[config.mk]
export PLATFORM = sky130hd
export DESIGN_NAME = iccm_port_arbiter
export DESIGN_NICKNAME = d
export VERILOG_FILES = /design/src/rtl/iccm_arb_pkg.sv /design/src/rtl/iccm_arb_starve_cnt.sv /design/src/rtl/iccm_port_arbiter.sv
export SDC_FILE = /design/constraint.sdc
export NUM_CORES = 1
export LEC_CHECK = 0
export ABC_AREA = 1
export CORE_AREA = 2 2 97 99
export DETAILED_ROUTE_END_ITERATION = 10
export DIE_AREA = 0 0 99 101
export PLACE_DENSITY_LB_ADDON = 0.25
export SYNTH_ARGS = -nofsm -noshare
export SYNTH_HDL_FRONTEND = slang
export SYNTH_SLANG_ARGS = --single-unit
[constraint.sdc]
create_clock -name clk_i -period 3.34 [get_ports clk_i]
set_input_delay 0.334 -clock clk_i [delete_from_list [all_inputs] [get_ports clk_i]]
set_output_delay 0.334 -clock clk_i [all_outputs]
set_load 0.01 [all_outputs]
[src/rtl/iccm_arb_pkg.sv]
// Shared types for the ICCM port arbiter.
// Struct field widths match the arbiter's default parameters.
package iccm_arb_pkg;

  localparam int StarveCntW = 4;
  localparam int SramAddrW  = 11;
  localparam int SramDataW  = 32;
  localparam int SramMaskW  = SramDataW / 8;

  typedef enum logic {
    OwnerA = 1'b0,
    OwnerB = 1'b1
  } owner_e;

  typedef struct packed {
    logic                 we;
    logic [SramAddrW-1:0] addr;
    logic [SramDataW-1:0] wdata;
    logic [SramMaskW-1:0] wmask;
  } sram_req_t;

endpackage

[src/rtl/iccm_arb_starve_cnt.sv]
// Saturating count of consecutive cycles port A was denied.
// Clear has priority over hold; the count stops at MaxWait.
module iccm_arb_starve_cnt
  import iccm_arb_pkg::*;
#(
  parameter int MaxWait = 4
) (
  input  logic clk_i,
  input  logic rst_ni,
  input  logic clr_i,
  input  logic hold_i,
  output logic at_max_o
);

  localparam logic [StarveCntW-1:0] CntMax = StarveCntW'(MaxWait);

  logic [StarveCntW-1:0] cnt_q;

  always_ff @(posedge clk_i or negedge rst_ni) begin
    if (!rst_ni) begin
      cnt_q <= '0;
    end else if (clr_i) begin
      cnt_q <= '0;
    end else if (!hold_i && cnt_q != CntMax) begin
      cnt_q <= cnt_q + 1'b1;
    end
  end

  assign at_max_o = (cnt_q == CntMax);

endmodule

[src/rtl/iccm_port_arbiter.sv]
// Two-port arbiter in front of the single-port ICCM SRAM macro.
// Port B is the boot loader; port A is the fetch/debug adapter.
module iccm_port_arbiter
  import iccm_arb_pkg::*;
#(
  parameter int AddrWidth = 11,
  parameter int DataWidth = 32,
  parameter int MaxWait   = 4
) (
  input  logic                   clk_i,
  input  logic                   rst_ni,
  input  logic                   lock_i,
  input  logic                   a_req_i,
  input  logic                   a_we_i,
  input  logic [AddrWidth-1:0]   a_addr_i,
  input  logic [DataWidth-1:0]   a_wdata_i,
  input  logic [DataWidth/8-1:0] a_wmask_i,
  output logic                   a_gnt_o,
  output logic                   a_rvalid_o,
  output logic [DataWidth-1:0]   a_rdata_o,
  input  logic                   b_req_i,
  input  logic                   b_we_i,
  input  logic [AddrWidth-1:0]   b_addr_i,
  input  logic [DataWidth-1:0]   b_wdata_i,
  input  logic [DataWidth/8-1:0] b_wmask_i,
  output logic                   b_gnt_o,
  output logic                   b_rvalid_o,
  output logic [DataWidth-1:0]   b_rdata_o,
  output logic                   sram_csb_o,
  output logic                   sram_web_o,
  output logic [AddrWidth-1:0]   sram_addr_o,
  output logic [DataWidth-1:0]   sram_wdata_o,
  output logic [DataWidth/8-1:0] sram_wmask_o,
  input  logic [DataWidth-1:0]   sram_rdata_i
);

  localparam int MaskW = DataWidth / 8;

  logic      at_max;
  logic      a_gnt;
  logic      b_gnt;
  logic      rvalid_q;
  owner_e    owner_q;
  sram_req_t a_req;
  sram_req_t b_req;
  sram_req_t sel;

  assign a_req = '{we:    a_we_i,
                   addr:  SramAddrW'(a_addr_i),
                   wdata: SramDataW'(a_wdata_i),
                   wmask: SramMaskW'(a_wmask_i)};
  assign b_req = '{we:    b_we_i,
                   addr:  SramAddrW'(b_addr_i),
                   wdata: SramDataW'(b_wdata_i),
                   wmask: SramMaskW'(b_wmask_i)};

  // Grants are gated by reset so outputs go idle asynchronously.
  always_comb begin
    a_gnt = 1'b0;
    b_gnt = 1'b0;
    if (rst_ni) begin
      if (lock_i) begin
        b_gnt = b_req_i;
      end else if (at_max && a_req_i) begin
        a_gnt = 1'b1;
      end else if (b_req_i) begin
        b_gnt = 1'b1;
      end else if (a_req_i) begin
        a_gnt = 1'b1;
      end
    end
  end

  always_comb begin
    sel = '0;
    if (a_gnt) begin
      sel = a_req;
    end else if (b_gnt) begin
      sel = b_req;
    end
  end

  iccm_arb_starve_cnt #(
    .MaxWait (MaxWait)
  ) u_starve (
    .clk_i    (clk_i),
    .rst_ni   (rst_ni),
    .clr_i    (lock_i | a_gnt | !a_req_i),
    .hold_i   (1'b0),
    .at_max_o (at_max)
  );

  always_ff @(posedge clk_i or negedge rst_ni) begin
    if (!rst_ni) begin
      rvalid_q <= 1'b0;
      owner_q  <= OwnerA;
    end else begin
      rvalid_q <= (a_gnt | b_gnt) & !sel.we;
      if (a_gnt | b_gnt) begin
        owner_q <= b_gnt ? OwnerB : OwnerA;
      end
    end
  end

  assign a_gnt_o      = a_gnt;
  assign b_gnt_o      = b_gnt;
  assign sram_csb_o   = !(a_gnt | b_gnt);
  assign sram_web_o   = !((a_gnt | b_gnt) & sel.we);
  assign sram_addr_o  = AddrWidth'(sel.addr);
  assign sram_wdata_o = DataWidth'(sel.wdata);
  assign sram_wmask_o = MaskW'(sel.wmask);

  assign a_rvalid_o = rvalid_q && (owner_q == OwnerA);
  assign b_rvalid_o = rvalid_q && (owner_q == OwnerB);
  assign a_rdata_o  = sram_rdata_i;
  assign b_rdata_o  = sram_rdata_i;

endmodule

==> impl_metrics.yaml, run 1 <==
timing:
  min_period_ns: 2.64
  hold_violations: 0
  rsz0062_at_grt: "no"
  slew_headroom: 0.798
  max_freq_ghz: 0.379
  final.setup.tns_ns: 0
  setup_viol: 0
  timing.final.crit_share: 0.791
  drv_slew: 0
  hold_ws_ns: 0.393
  skew_ns: 0.0000984
  worst_pin_slew_ns: 0.302
finish:
  regArea_um2: 150
  antenna_cells: 0
  nets: 494
  fillers: 990
  drive_above_1_share: 0.0364
  area_growth_pct: 79.9
  multi_input_area_um2: 708
floorplanning:
  dieArea_um2: 10000
  die_h_um: 101
  fp-row-count: 35
  initial_core_util: 0.165
  die_w_um: 99
  coreArea_um2: 8980
  ioPinCount: 250
setup_path:
  crit_fanout: 26
  arrival_ns: 2.31
  ff2ff_path_depth: 8
  start_kind: "input port"
  r2r_start: "u_starve.cnt_q[0]$_DFFE_PN0P_"
  rrSetupSlack_ns: 2.03
  critPathCaptureType: "output pin"
  required_ns: 3.01
  critPathKind: "in2out"
  r2r-end: "u_starve.cnt_q[1]$_DFFE_PN0P_"
yosys:
  synth_cell_types: 15
  synth_top_cells_by_area: "nand2_1 (39%), buf_4 (32%), dfrtp_1 (10%), buf_6 (4.6%), inv_1 (3.0%)"
  synth_top_area_cell: "nand2_1"
  synth-seq-area-share: 0.102
  synth_fp_nets: 405
  yosys.area.top_type_share: 0.388
  yosys_warnings: 0
  syn_inst: 270
  ys_ff_latch: 6
  avgSynthCellArea_um2: 5.48
  syn_area_um2: 1480
grt:
  overflow: 0
  grt_max_degree: 27
  met3_usage: 0.0576
  use_met2: 0.151
  grt_pass1_wl_um: 7890
  grt_pass1_vias: 1735
  grt_usage: 0.0942
  top_usage_layer: "met2"
  antenna_found_initial: 0
  met1_usage: 0.108
detailed_routing:
  viasPerCell: 3.80
  final_antenna_net_count: 0
  postRouteWirelength_um: 5260
  vias: 1780
  firstDrtPassIters: 4
  wl_per_cell_um: 11.2
  drtIter0Drc: 20
  drc: 0
cts:
  clkSlewWorstSetupHoldPaths_ns: 0.04
  ctsResizeCount: 0
  clkSinkCount: 6
  clk_latency_ns: 0.22
  cts_buffers: 3
  postCtsHoldBufs: 0
  root_buffer: "clkbuf_8"
  cts_setup_buffers: 0
  clockBufferDepth: 2
  cts_tree: "built"
  cts-htree-levels: 1
pwr:
  p_comb_frac: 0.588
  seq_power_share: 0.176
  p_per_area_nw_per_um2: 169
  clkPwrFrac: 0.236
  p_leak_uw: 0.00124
  p_sw_uw: 119
  vdd_drop_max_mv: 0.257
  intPower_uw: 330
  p_sw_frac: 0.265
hold_path:
  hp-class: "in2async"
placement:
  dp_hpwl_um: 4390
  gp_congestion: 0.694
  port_buffers: 153
flow_run:
  cap_viol_max_count: 0
outcome:
  status: "completed"
## flip-flops by register name, summed over array words and instances (netlist names)
signal / count
owner_q: 1
rvalid_q: 1
u_starve.cnt_q: 4
## power by group through the flow
stage	combinational (µW)	clock [µW]	sequential, µW
after floorplan	151	0	79.2
after global placement	266	0	79.9
after detailed placement	266	0	79.9
after CTS	268	108	79.1
after global routing	287	114	79.4
final	264	106	79.1
## kinds of logic after synthesis
logic type | count (synthesis) | share of synthesized area
xor+xnor | 2 | 0.0118
fa+ha+maj | 2 | 0.0169
compound gates | 4 | 0.0152
buf+inv | 88 | 0.420
simple gates | 168 | 0.435
flops | 6 | 0.102
## synthesized netlist by cell type
cell      number
nand2_1      153
dfrtp_1        6
buf_6          6
nor2_1         8
ha_1           2
buf_4         64
xor2_1         2
inv_2          2
nand3_1        4
buf_2          4
nor2_2         1
inv_1         12
o211ai_1       1
nand2_2        2
o21ai_0        3
## how the worst max path moves through the flow
| stage | startpoint | to | slack [ns] | cells after the start |
|---|---|---|---|---|
| 2_1_floorplan | u_starve.cnt_q[0]$_DFFE_PN0P_ | sram_addr_o[0] | 1.70 | 11 |
| 3_3_place_gp | rst_ni | sram_wmask_o[1] | 0.68 | 10 |
| 3_5_place_dp | rst_ni | sram_wmask_o[1] | 0.67 | 10 |
| 4_1_cts | rst_ni | sram_wmask_o[1] | 0.67 | 10 |
| 5_1_grt | rst_ni | sram_wmask_o[1] | 0.53 | 10 |
| 6_report | rst_ni | sram_wdata_o[31] | 0.70 | 10 |
## layout make-up
class	instances	area share
Sequential cell	6	0.0564
Clock buffer	3	0.0155
Tap cell	111	0.0522
Multi-Input combinational cell	176	0.266
Timing Repair Buffer	158	0.590
Inverter	14	0.0198
## stage by stage
stage | instances | worst slack (ns) | util | power [µW] | cell area, µm²
after floorplan | 270 | 1.70 | - | 230 | 1480
after global placement | 465 | 0.682 | 0.292 | 346 | 2620
after detailed placement | 465 | 0.675 | 0.292 | 346 | 2620
after CTS | 468 | 0.671 | 0.296 | 455 | 2660
after global routing | 468 | 0.526 | 0.296 | 481 | 2660
final | 468 | 0.699 | 0.296 | 450 | 2660
## cell usage in the layout, fill, tap and decap left out
master / instances
inv_1: 12
nor2_1: 8
ha_1: 2
buf_4: 5
nand2_2: 2
nor2_2: 1
dfrtp_1: 6
o211ai_1: 1
inv_2: 2
nand3_1: 4
o21ai_0: 3
clkdlybuf4s50_1: 153
nand2_1: 153
xor2_1: 2
clkbuf_8: 3
## worst max-delay path, stage by stage
cell	delay [ns]
clkdlybuf4s50_1	0.45
buf_4	0.16
inv_1	0.07
nor2_1	0.13
nand2_1	0.11
inv_2	0.06
buf_4	0.26
nand2_1	0.10
nand2_1	0.08
clkdlybuf4s50_1	0.53
## routing by layer
metal,routed length [µm],vias up,part of all wire
met3,920,17,0.17
met5,0,-,0
met2,2270,137,0.43
li1,-,907,-
met1,2000,719,0.38
met4,82,0,0.016
(Power assumes the default switching activity.)
==> run 2, diff against run 1 <==
==> constraint.sdc (replaced) <==
create_clock -name clk_i -period 2.4 [get_ports clk_i]
set_input_delay 0.24 -clock clk_i [delete_from_list [all_inputs] [get_ports clk_i]]
set_output_delay 0.24 -clock clk_i [all_outputs]
set_load 0.01 [all_outputs]
==> impl_metrics.yaml, run 2 (synthesized netlist as in run 1, its figures left out) <==
outcome:
  status: "completed"
setup_path:
  required_ns: 2.16
  ff2ff_path_depth: 8
  r2r-end: "u_starve.cnt_q[1]$_DFFE_PN0P_"
  crit_top_cell: "nand2_1"
  critPathTopFamily: "buffers and inverters"
  r2r_start: "u_starve.cnt_q[0]$_DFFE_PN0P_"
  cp_num_cells: 11
  rrSetupSlack_ns: 1.09
  arrival_ns: 2.08
  critPathKind: "reg2out"
  slowest_delay_ns: 0.52
  worstPathCellList: "inv_1 > ha_1 > nand2_1 > nor2_2 > nand2_2 > nand2_2 > inv_4 > buf_12 > nand2_1 > nand2_1 > clkdlybuf4s50_1"
  critical_path_buf_inv_count: 4
  start_kind: "flop"
  crit_fanout: 21
  slowest_stage: "clkdlybuf4s50_1"
  critPathCaptureType: "output pin"
placement:
  post-place-ws_ns: 0.0989
  gp_congestion: 0.776
  port_buffers: 153
  dp_hpwl_um: 4480
  dp.cells: 466
finish:
  utilization: 0.309
  fillers: 1003
  nets: 503
  regArea_um2: 150
  final_cell_mix: "nand2_1 (153), clkdlybuf4s50_1 (109), dlygate4sd2_1 (35), inv_1 (12)"
  fin_cells: 477
  drive_above_1_share: 0.0601
  area_growth_pct: 87.7
  antenna_cells: 0
  multi_input_area_um2: 708
  largest_register_ffs: 4
  final_common_cell: "nand2_1"
  max_flop_register: "u_starve.cnt_q"
  reg_top3: "u_starve.cnt_q (4), owner_q (1), rvalid_q (1)"
timing:
  hold_violations: 0
  worst_pin_slew_ns: 0.323
  final.setup.tns_ns: 0
  min_period_ns: 2.32
  timing.final.crit_share: 0.967
  slew_headroom: 0.784
  max_freq_ghz: 0.431
  setup_viol: 0
  drv_slew: 0
  rsz0062_at_grt: "yes"
  setup_ws_ns: 0.0790
  skew_ns: 0.00865
hold_path:
  hp-class: "in2async"
pwr:
  total_power_uw: 625
  p_leak_uw: 0.00159
  p_per_area_nw_per_um2: 225
  vdd_drop_max_mv: 0.191
floorplanning:
  fp-row-count: 35
  dieArea_um2: 10000
  coreArea_um2: 8980
  initial_core_util: 0.165
  ioPinCount: 250
  die_w_um: 99
  die_h_um: 101
detailed_routing:
  firstDrtPassIters: 4
  drtIter0Drc: 27
  vias: 1817
  viasPerCell: 3.81
  drc: 0
  final_antenna_net_count: 0
  wl_per_cell_um: 11.6
  postRouteWirelength_um: 5550
grt:
  grt_usage: 0.0957
  antenna_found_initial: 0
  grt_pass1_vias: 1730
  overflow: 0
  grt_pass1_wl_um: 7880
  grt_max_degree: 26
cts:
  clkSinkCount: 6
  cts-htree-levels: 1
  clockBufferDepth: 2
  root_buffer: "clkbuf_8"
  clk_latency_ns: 0.22
  postCtsHoldBufs: 0
  clkSlewWorstSetupHoldPaths_ns: 0.04
  cts_tree: "built"
  cts_buffers: 3
flow_run:
  cap_viol_max_count: 0
-- run 2: area by class of cell --
class                   instances  area share
clock buffers                   3      0.0149
repair buffers                167       0.606
well taps                     111      0.0500
multi-input cells             176       0.255
flip-flops and latches          6      0.0541
inverters                      14      0.0198
-- run 2: power by group --
group          switching (µW)  leakage [µW]  internal [µW]  total, µW
Combinational             125       0.00149            237        362
Clock                    45.6     0.0000216            108        154
Sequential               3.26     0.0000776            106        109
-- run 2: worst max-delay path by stage --
stage / startpoint / endpoint / slack [ns]
2_1_floorplan: u_starve.cnt_q[0]$_DFFE_PN0P_ / sram_addr_o[0] / 0.85
3_5_place_dp: rst_ni / sram_wdata_o[30] / 0.1
5_1_grt: u_starve.cnt_q[0]$_DFFE_PN0P_ / sram_wdata_o[16] / -0.06
3_3_place_gp: rst_ni / sram_wdata_o[30] / 0.12
6_report: u_starve.cnt_q[0]$_DFFE_PN0P_ / sram_wdata_o[24] / 0.08
4_1_cts: u_starve.cnt_q[0]$_DFFE_PN0P_ / sram_wdata_o[20] / 0.001
-- run 2: repair_timing --
| action | 4_1_cts | 5_1_grt |
|---|---|---|
| gates resized for setup | 36 | 9 |
| cloned | 0 | 1 |
| setup buffers | 0 | 7 |
| endpoints found under the hold margin | 0 | 0 |
| setup endpoints to repair | 42 | 14 |
-- run 2: through the flow --
step                      hold WS [ns]  instance area, µm²
final                            0.348                2780
after global routing             0.365                2780
after CTS                        0.352                2680
after detailed placement         0.480                2680
after global placement           0.480                2680
after floorplan                -0.0556                1480
-- run 2: layer usage --
layer  vias up  track usage  part of all wire
met3        17       0.0499              0.14
met4         0       0.0253             0.015
li1        926            -                 -
met5         -            0                 0
met1       739        0.110              0.40
met2       135        0.157              0.44
==> run 3, diff against run 2 <==
--- a/config.mk
+++ b/config.mk
@@ -9,6 +9,7 @@
 export CORE_AREA = 2 2 97 99
 export DETAILED_ROUTE_END_ITERATION = 10
 export DIE_AREA = 0 0 99 101
+export GPL_TIMING_DRIVEN = 0
 export PLACE_DENSITY_LB_ADDON = 0.25
 export SYNTH_ARGS = -nofsm -noshare
 export SYNTH_HDL_FRONTEND = slang
==> impl_metrics.yaml, run 3 (synthesized netlist as in run 1, its figures left out) <==
finish:
  final_cell_mix: "clkdlybuf4s50_1 (170), nand2_1 (152), buf_4 (66), dlymetal6s2s_1 (26), dlygate4sd2_1 (21)"
  final_common_cell: "clkdlybuf4s50_1"
  nets: 627
  reg_top3: "u_starve.cnt_q (4), owner_q (1), rvalid_q (1)"
  drive_above_1_share: 0.169
  max_flop_register: "u_starve.cnt_q"
  area_growth_pct: 163
  largest_register_ffs: 4
  fillers: 926
  antenna_cells: 0
  fin_cells: 601
  fin_area_um2: 3890
pwr:
  p_sw_uw: 230
  p_leak_uw: 0.00233
  intPower_uw: 603
  p_sw_frac: 0.276
  p_comb_frac: 0.691
  vdd_drop_max_mv: 0.276
  clkPwrFrac: 0.177
  p_per_area_nw_per_um2: 214
  seq_power_share: 0.132
detailed_routing:
  vias: 2226
  viasPerCell: 3.70
  final_antenna_net_count: 0
  wl_per_cell_um: 11.7
  drtIter0Drc: 28
  firstDrtPassIters: 4
  postRouteWirelength_um: 7020
  drc: 0
placement:
  gp_congestion: 0.775
  placed_cell_area_um2: 3790
  dp_hpwl_um: 6200
  port_buffers: 217
  dp.cells: 598
  post-place-ws_ns: -0.288
timing:
  setup_viol: 0
  timing.final.crit_share: 0.954
  hold_ws_ns: 0.0329
  drv_slew: 0
  hold_violations: 0
  final.setup.tns_ns: 0
  skew_ns: 0.000545
  slew_headroom: 0.762
  min_period_ns: 2.29
  rsz0062_at_grt: "yes"
  worst_pin_slew_ns: 0.357
  setup_ws_ns: 0.110
  max_freq_ghz: 0.437
grt:
  grt_pass1_wl_um: 10100
  grt_max_degree: 11
  grt_pass1_vias: 2072
  overflow: 0
  grt_usage: 0.122
  antenna_found_initial: 0
floorplanning:
  dieArea_um2: 10000
  ioPinCount: 250
  initial_core_util: 0.165
  die_w_um: 99
  die_h_um: 101
  coreArea_um2: 8980
  fp-row-count: 35
setup_path:
  required_ns: 2.16
  critPathCaptureType: "output pin"
  rrSetupSlack_ns: 1.11
  crit_start: "u_starve.cnt_q[0]$_DFFE_PN0P_"
  ff2ff_path_depth: 8
  start_kind: "flop"
  crit_fanout: 10
  r2r-end: "u_starve.cnt_q[0]$_DFFE_PN0P_"
  arrival_ns: 2.05
  setup.worst_path.end: "sram_addr_o[2]"
  r2r_start: "u_starve.cnt_q[0]$_DFFE_PN0P_"
  critPathKind: "reg2out"
cts:
  cts_setup_buffers: 0
  cts_tree: "built"
  cts-htree-levels: 1
  clk_latency_ns: 0.22
  clkSlewWorstSetupHoldPaths_ns: 0.03
  cts_buffers: 3
  clkSinkCount: 6
  root_buffer: "clkbuf_8"
  clockBufferDepth: 2
flow_run:
  cap_viol_max_count: 0
hold_path:
  hp-class: "in2async"
outcome:
  status: "completed"
==> run 3: how the worst min path moves through the flow <==
stage,end,start,cells past startpoint
floorplan,owner_q$_DFFE_PN0N_,rst_ni,0
global placement,owner_q$_DFFE_PN0N_,owner_q$_DFFE_PN0N_,2
detailed placement,owner_q$_DFFE_PN0N_,owner_q$_DFFE_PN0N_,2
CTS,u_starve.cnt_q[1]$_DFFE_PN0P_,rst_ni,1
global route,u_starve.cnt_q[1]$_DFFE_PN0P_,rst_ni,1
finish,u_starve.cnt_q[0]$_DFFE_PN0P_,rst_ni,1
==> run 3: repair_timing <==
item                                    in CTS  in global routing
hold buffers                                 0                  0
resized for setup                           25                 30
endpoints found under the setup margin      48                 28
hold endpoints to repair                     0                  0
==> run 3: power by group through the flow <==
stage / clock [µW] / sequential, µW / combinational (µW)
2_1_floorplan: 0 / 110 / 210
3_3_place_gp: 0 / 111 / 596
3_5_place_dp: 0 / 111 / 600
4_1_cts: 152 / 110 / 590
5_1_grt: 161 / 110 / 620
6_report: 147 / 110 / 576
==> run 3: area by class of cell <==
cell class                 count  area, µm²  area share
buffer                        74        586       0.151
clock buffer                   3       41.3      0.0106
inverter                      14       52.6      0.0135
multi-input combinational    176        711       0.183
sequential                     6        150      0.0386
tap                          111        139      0.0357
timing repair buffer         217       2210       0.568
==> run 3: metal layers <==
layer,GRT usage,share of wire
met5,0,0
met4,0.00948,0
met3,0.0312,0.092
met2,0.232,0.54
met1,0.142,0.37
==> run 3: through the flow <==
| stage | power, µW | utilization |
|---|---|---|
| 2_1_floorplan | 320 | - |
| 3_3_place_gp | 706 | 0.422 |
| 3_5_place_dp | 711 | 0.422 |
| 4_1_cts | 851 | 0.425 |
| 5_1_grt | 891 | 0.433 |
| 6_report | 833 | 0.433 |
==> run 3: worst max-delay path: stages (launching register included) <==
cell and delay (ns):
dfrtp_1 0.40, inv_1 0.07, ha_1 0.16, nand3_1 0.11
nand2_1 0.12, nand2_2 0.08, inv_2 0.09, buf_6 0.14
nand2_1 0.05, nand2_1 0.06, clkdlybuf4s50_1 0.54
